--- src/rtl/bar_core.sv ---
// Streams the 6-byte banner "Bar X\n" (X = A..D) over a valid/ready byte
// interface on each accepted start, then pulses done and counts the message.
module bar_core #(
  parameter int         CNT_W        = 8,
  parameter logic [1:0] IDLE_VARIANT = 2'd0
) (
  input  logic             clk,
  input  logic             rst,
  input  logic             start,
  input  logic [1:0]       variant_sel,
  output logic [7:0]       out_data,
  output logic             out_valid,
  input  logic             out_ready,
  output logic             out_last,
  output logic             busy,
  output logic             done,
  output logic [CNT_W-1:0] msg_count
);

  typedef enum logic [1:0] {
    ST_IDLE = 2'd0,
    ST_SEND = 2'd1,
    ST_DONE = 2'd2
  } state_t;

  state_t     state;
  logic [2:0] idx;
  logic [1:0] variant_q;

  function automatic logic [7:0] msg_byte(input logic [2:0] i, input logic [1:0] v);
    logic [7:0] b;
    case (i)
      3'd0:    b = 8'h42;
      3'd1:    b = 8'h61;
      3'd2:    b = 8'h72;
      3'd3:    b = 8'h20;
      3'd4:    b = 8'h41 + {6'd0, v};
      default: b = 8'h0A;
    endcase
    return b;
  endfunction

  always_ff @(posedge clk or posedge rst) begin
    if (rst) begin
      state     <= ST_IDLE;
      idx       <= 3'd0;
      variant_q <= IDLE_VARIANT;
      msg_count <= '0;
      out_data  <= 8'h00;
      out_valid <= 1'b0;
      out_last  <= 1'b0;
      busy      <= 1'b0;
      done      <= 1'b0;
    end else begin
      unique case (state)
        ST_IDLE: begin
          if (start) begin
            state     <= ST_SEND;
            idx       <= 3'd0;
            variant_q <= variant_sel;
            out_data  <= msg_byte(3'd0, variant_sel);
            out_valid <= 1'b1;
            out_last  <= 1'b0;
            busy      <= 1'b1;
          end
        end
        ST_SEND: begin
          // Everything holds while the sink stalls; advance only on a transfer.
          if (out_ready) begin
            if (idx == 3'd5) begin
              state     <= ST_DONE;
              out_valid <= 1'b0;
              out_last  <= 1'b0;
              out_data  <= 8'h00;
              done      <= 1'b1;
              msg_count <= msg_count + CNT_W'(1);
            end else begin
              idx      <= idx + 3'd1;
              out_data <= msg_byte(idx + 3'd1, variant_q);
              out_last <= (idx == 3'd4);
            end
          end
        end
        ST_DONE: begin
          state <= ST_IDLE;
          done  <= 1'b0;
          busy  <= 1'b0;
        end
        default: begin
          state     <= ST_IDLE;
          out_valid <= 1'b0;
          out_last  <= 1'b0;
          busy      <= 1'b0;
          done      <= 1'b0;
        end
      endcase
    end
  end

endmodule

--- config.mk ---
export PLATFORM = sky130hd
export DESIGN_NAME = bar_core
export DESIGN_NICKNAME = d
export VERILOG_FILES = /design/src/rtl/bar_core.sv
export SDC_FILE = /design/constraint.sdc
export NUM_CORES = 1
export LEC_CHECK = 0
export CELL_PAD_IN_SITES_DETAIL_PLACEMENT = 0
export CELL_PAD_IN_SITES_GLOBAL_PLACEMENT = 1
export CORE_AREA = 3 3 62 64
export DETAILED_ROUTE_END_ITERATION = 10
export DIE_AREA = 0 0 65 67
export HOLD_SLACK_MARGIN = 0.15
export PLACE_DENSITY_LB_ADDON = 0.2
export SLEW_MARGIN = 20
export SYNTH_ARGS = -nofsm -noshare
export SYNTH_HDL_FRONTEND = slang
export SYNTH_SLANG_ARGS = --single-unit
--- constraint.sdc ---
create_clock -name clk -period 1.7 [get_ports clk]
set_input_delay 0.34 -clock clk [delete_from_list [all_inputs] [get_ports clk]]
set_output_delay 0.34 -clock clk [all_outputs]
set_load 0.02 [all_outputs]
==> results.yml <==
outcome:
  outcome: "complete, no violations"
clocking:
  postCtsHoldBufs: 0
  path_clk_slew_ns: 0.15
  post-cts-setup-buffers: 0
  cts_resized: 9
  cts_tree: "yes"
  clkSinkCount: 26
  insertion_delay_ns: 0.33
  cts_buffer_depth: 2
  htreeDepth: 1
  clockRootBuffer: "clkbuf_4"
  cts_made_buffers: 3
yosys:
  netlist_instances: 116
  syn-num-nets: 129
  synthArstFlopShare_pct: 100
  ys.flop_type: "dfrtp_1"
  synth_cell_types: 39
  postSynthAreaPerCell_sq_um: 11.2
  synth-seq-cells: 26
  synth_warnings: 0
  synth-seq-area-share_pct: 50.0
  synth_enable_flop_cells: 0
  netlist_area_sq_um: 1300
power_and_ir_drop:
  peakVddDrop_uv: 634
  p_total_w: 0.00269
  p_leak_nw: 0.823
  power.density_nw_per_um2: 1600
timing:
  setup_tns_ns: 0
  rsz0062_at_grt: "true"
  max_freq_ghz: 0.605
  final.min_clock_period_ns: 1.65
  hold_violations: 0
  final-max-slew-violation-count: 0
  final-setup-viol-count: 0
  period_share_pct: 97.2
  finClkSkew_ns: 0.00322
grt:
  grt_pass1_vias: 957
  antenna_found_initial: 0
  grt_max_degree: 27
  overflow: 0
  grt_pass1_wl_um: 4630
  track_usage_pct: 14.0
critical_path:
  cp-end-kind: "output port"
  start_kind: "flip-flop"
  arrival_ns: 1.31
  worstPathRequired_ns: 1.36
  worstPathMaxFanout: 2
  max_stage_delay_ns: 0.60
  critical_path_class: "flip-flop to output port"
  path_delay_family: "buffers and inverters"
  cp_cell_sequence: "clkdlybuf4s50_1"
  crit_buf_inv: 1
  critical_path.slowest_cell: "clkdlybuf4s50_1"
detailed_routing:
  num_vias: 933
  wire_per_inst_um: 13.6
  drtAntennaViolNets: 0
  remaining_drc_errors: 0
  wl_um: 2620
  via_per_inst: 4.83
  drt_iter0_markers: 62
  drtPass1Iterations: 4
run:
  drv_cap: 0
place:
  gp_congestion: 0.756
  dpl.hpwl_um: 1940
  numPortBuffers: 24
  dpl.cell_count: 189
cells_and_area:
  drive_above_1_share_pct: 15.6
  area_growth_pct: 29.3
  nets: 161
  final_cell_count_no_fill: 193
  final_util_pct: 50.4
  n_antenna_cell: 0
min_path:
  hp-class: "primary input to asynchronous set/reset pin"
floorplanning:
  dieArea_sq_um: 4360
  die_h_um: 67
  coreArea_sq_um: 3340
  rows: 21
  start_util_pct: 39.0
  io_pins: 26
  die_w_um: 65
tightest hold or removal path, delay by kind of cell:
family,cells,cell delay (ns)
buf+inv,3,0.76
state kept, by name, indices dropped and copies added, names as in the netlist:
signal / flops
out_valid: 1
done: 1
out_last: 1
idx: 3
variant_q: 2
busy: 1
out_data: 7
msg_count: 8
state: 2
metal layers:
layer  share of wire [%]  GRT usage, %  up-vias
met2                  49          22.0       17
li1                    -             -      464
met1                  47          18.8      447
met4                 1.6          5.54        0
met5                   0             0        -
met3                 2.7          2.87        5
final cells by class:
| type | count | area [sq um] |
|---|---|---|
| Fill cell | 332 | 1650 |
| Sequential cell | 26 | 651 |
| Multi-Input combinational cell | 80 | 612 |
| Timing Repair Buffer | 30 | 284 |
| Tap cell | 46 | 57.6 |
| Clock inverter | 1 | 30.0 |
| Inverter | 7 | 26.3 |
| Clock buffer | 3 | 22.5 |
cell usage after synthesis, types with 2 or more instances:
master	number	area (sq um)
a21oi_1	3	15.0
mux2_2	3	33.8
o31ai_1	2	15.0
nor2_1	5	18.8
ha_1	7	87.6
nand3_1	3	15.0
nand4_1	2	12.5
xnor2_1	4	35.0
o21ai_1	5	25.0
a22o_1	2	17.5
buf_4	2	15.0
a31oi_1	2	12.5
nand2b_1	2	12.5
nand2_1	13	48.8
xor2_1	3	26.3
dfrtp_1	26	651
o21ai_0	4	20.0
inv_1	7	26.3
cell families (layout without fill, tap and decap cells):
logic type               after synthesis  count (layout)  synth area share, %
adder cells (fa/ha/maj)                7               7                 6.73
other                                  1               1                0.288
multiplexers                           5               5                 4.23
XOR/XNOR                               8               8                 5.96
AND/OR/NAND/NOR                       35              35                 16.6
flip-flops                            26              26                 50.0
buffers and inverters                 10              41                 4.04
AO/OA/AOI/OAI                         24              24                 12.1
cells in the final DEF (no fill, tap or decap), types with 2 or more instances in the layout:
cell type	synthesis	final
o21ai_0	4	4
nor2_1	5	5
nand4_1	2	2
ha_1	7	6
o21ai_1	5	5
xnor2_1	4	4
nand2b_1	2	2
o31ai_1	2	2
dlymetal6s2s_1	0	4
clkdlybuf4s50_1	0	11
buf_4	2	6
nand3_1	3	3
mux2_2	3	3
inv_1	7	7
a22o_1	2	2
dfrtp_1	26	26
clkbuf_4	0	3
xor2_1	3	3
a31oi_1	2	2
a21oi_1	3	3
nand2_1	13	13
dlygate4sd2_1	0	9
per-stage QoR:
stage	setup slack [ns]	hold WS, ns	cell area, sq um
floorplan	0.165	0.380	1300
global placement	0.0122	0.464	1620
detailed placement	-0.00731	0.465	1620
CTS	0.00925	0.354	1660
global route	-0.0244	0.374	1680
finish	0.0473	0.346	1680
worst paths after layout:
path / from / endpoint / slack (ns) / cells past startpoint
max: out_data[2] / out_data[2] / 0.05 / 1
max in group asynchronous: rst / state[0] / 1.10 / 3
min in group clk: out_data[6] / out_data[6] / 0.49 / 1
min reg2reg: out_data[6] / out_data[6] / 0.49 / 1
min: rst / variant_q[1] / 0.35 / 3
max reg2reg: idx[0] / out_data[1] / 0.10 / 5
where the power goes:
part	internal [W]	switching, W	leakage (nW)
registers	0.000820	0.000186	0.329
logic	0.000602	0.000655	0.466
clock network	0.000239	0.000194	0.0279
total	0.00166	0.00103	0.823
Note: power is estimated with default switching activity, not from simulation.
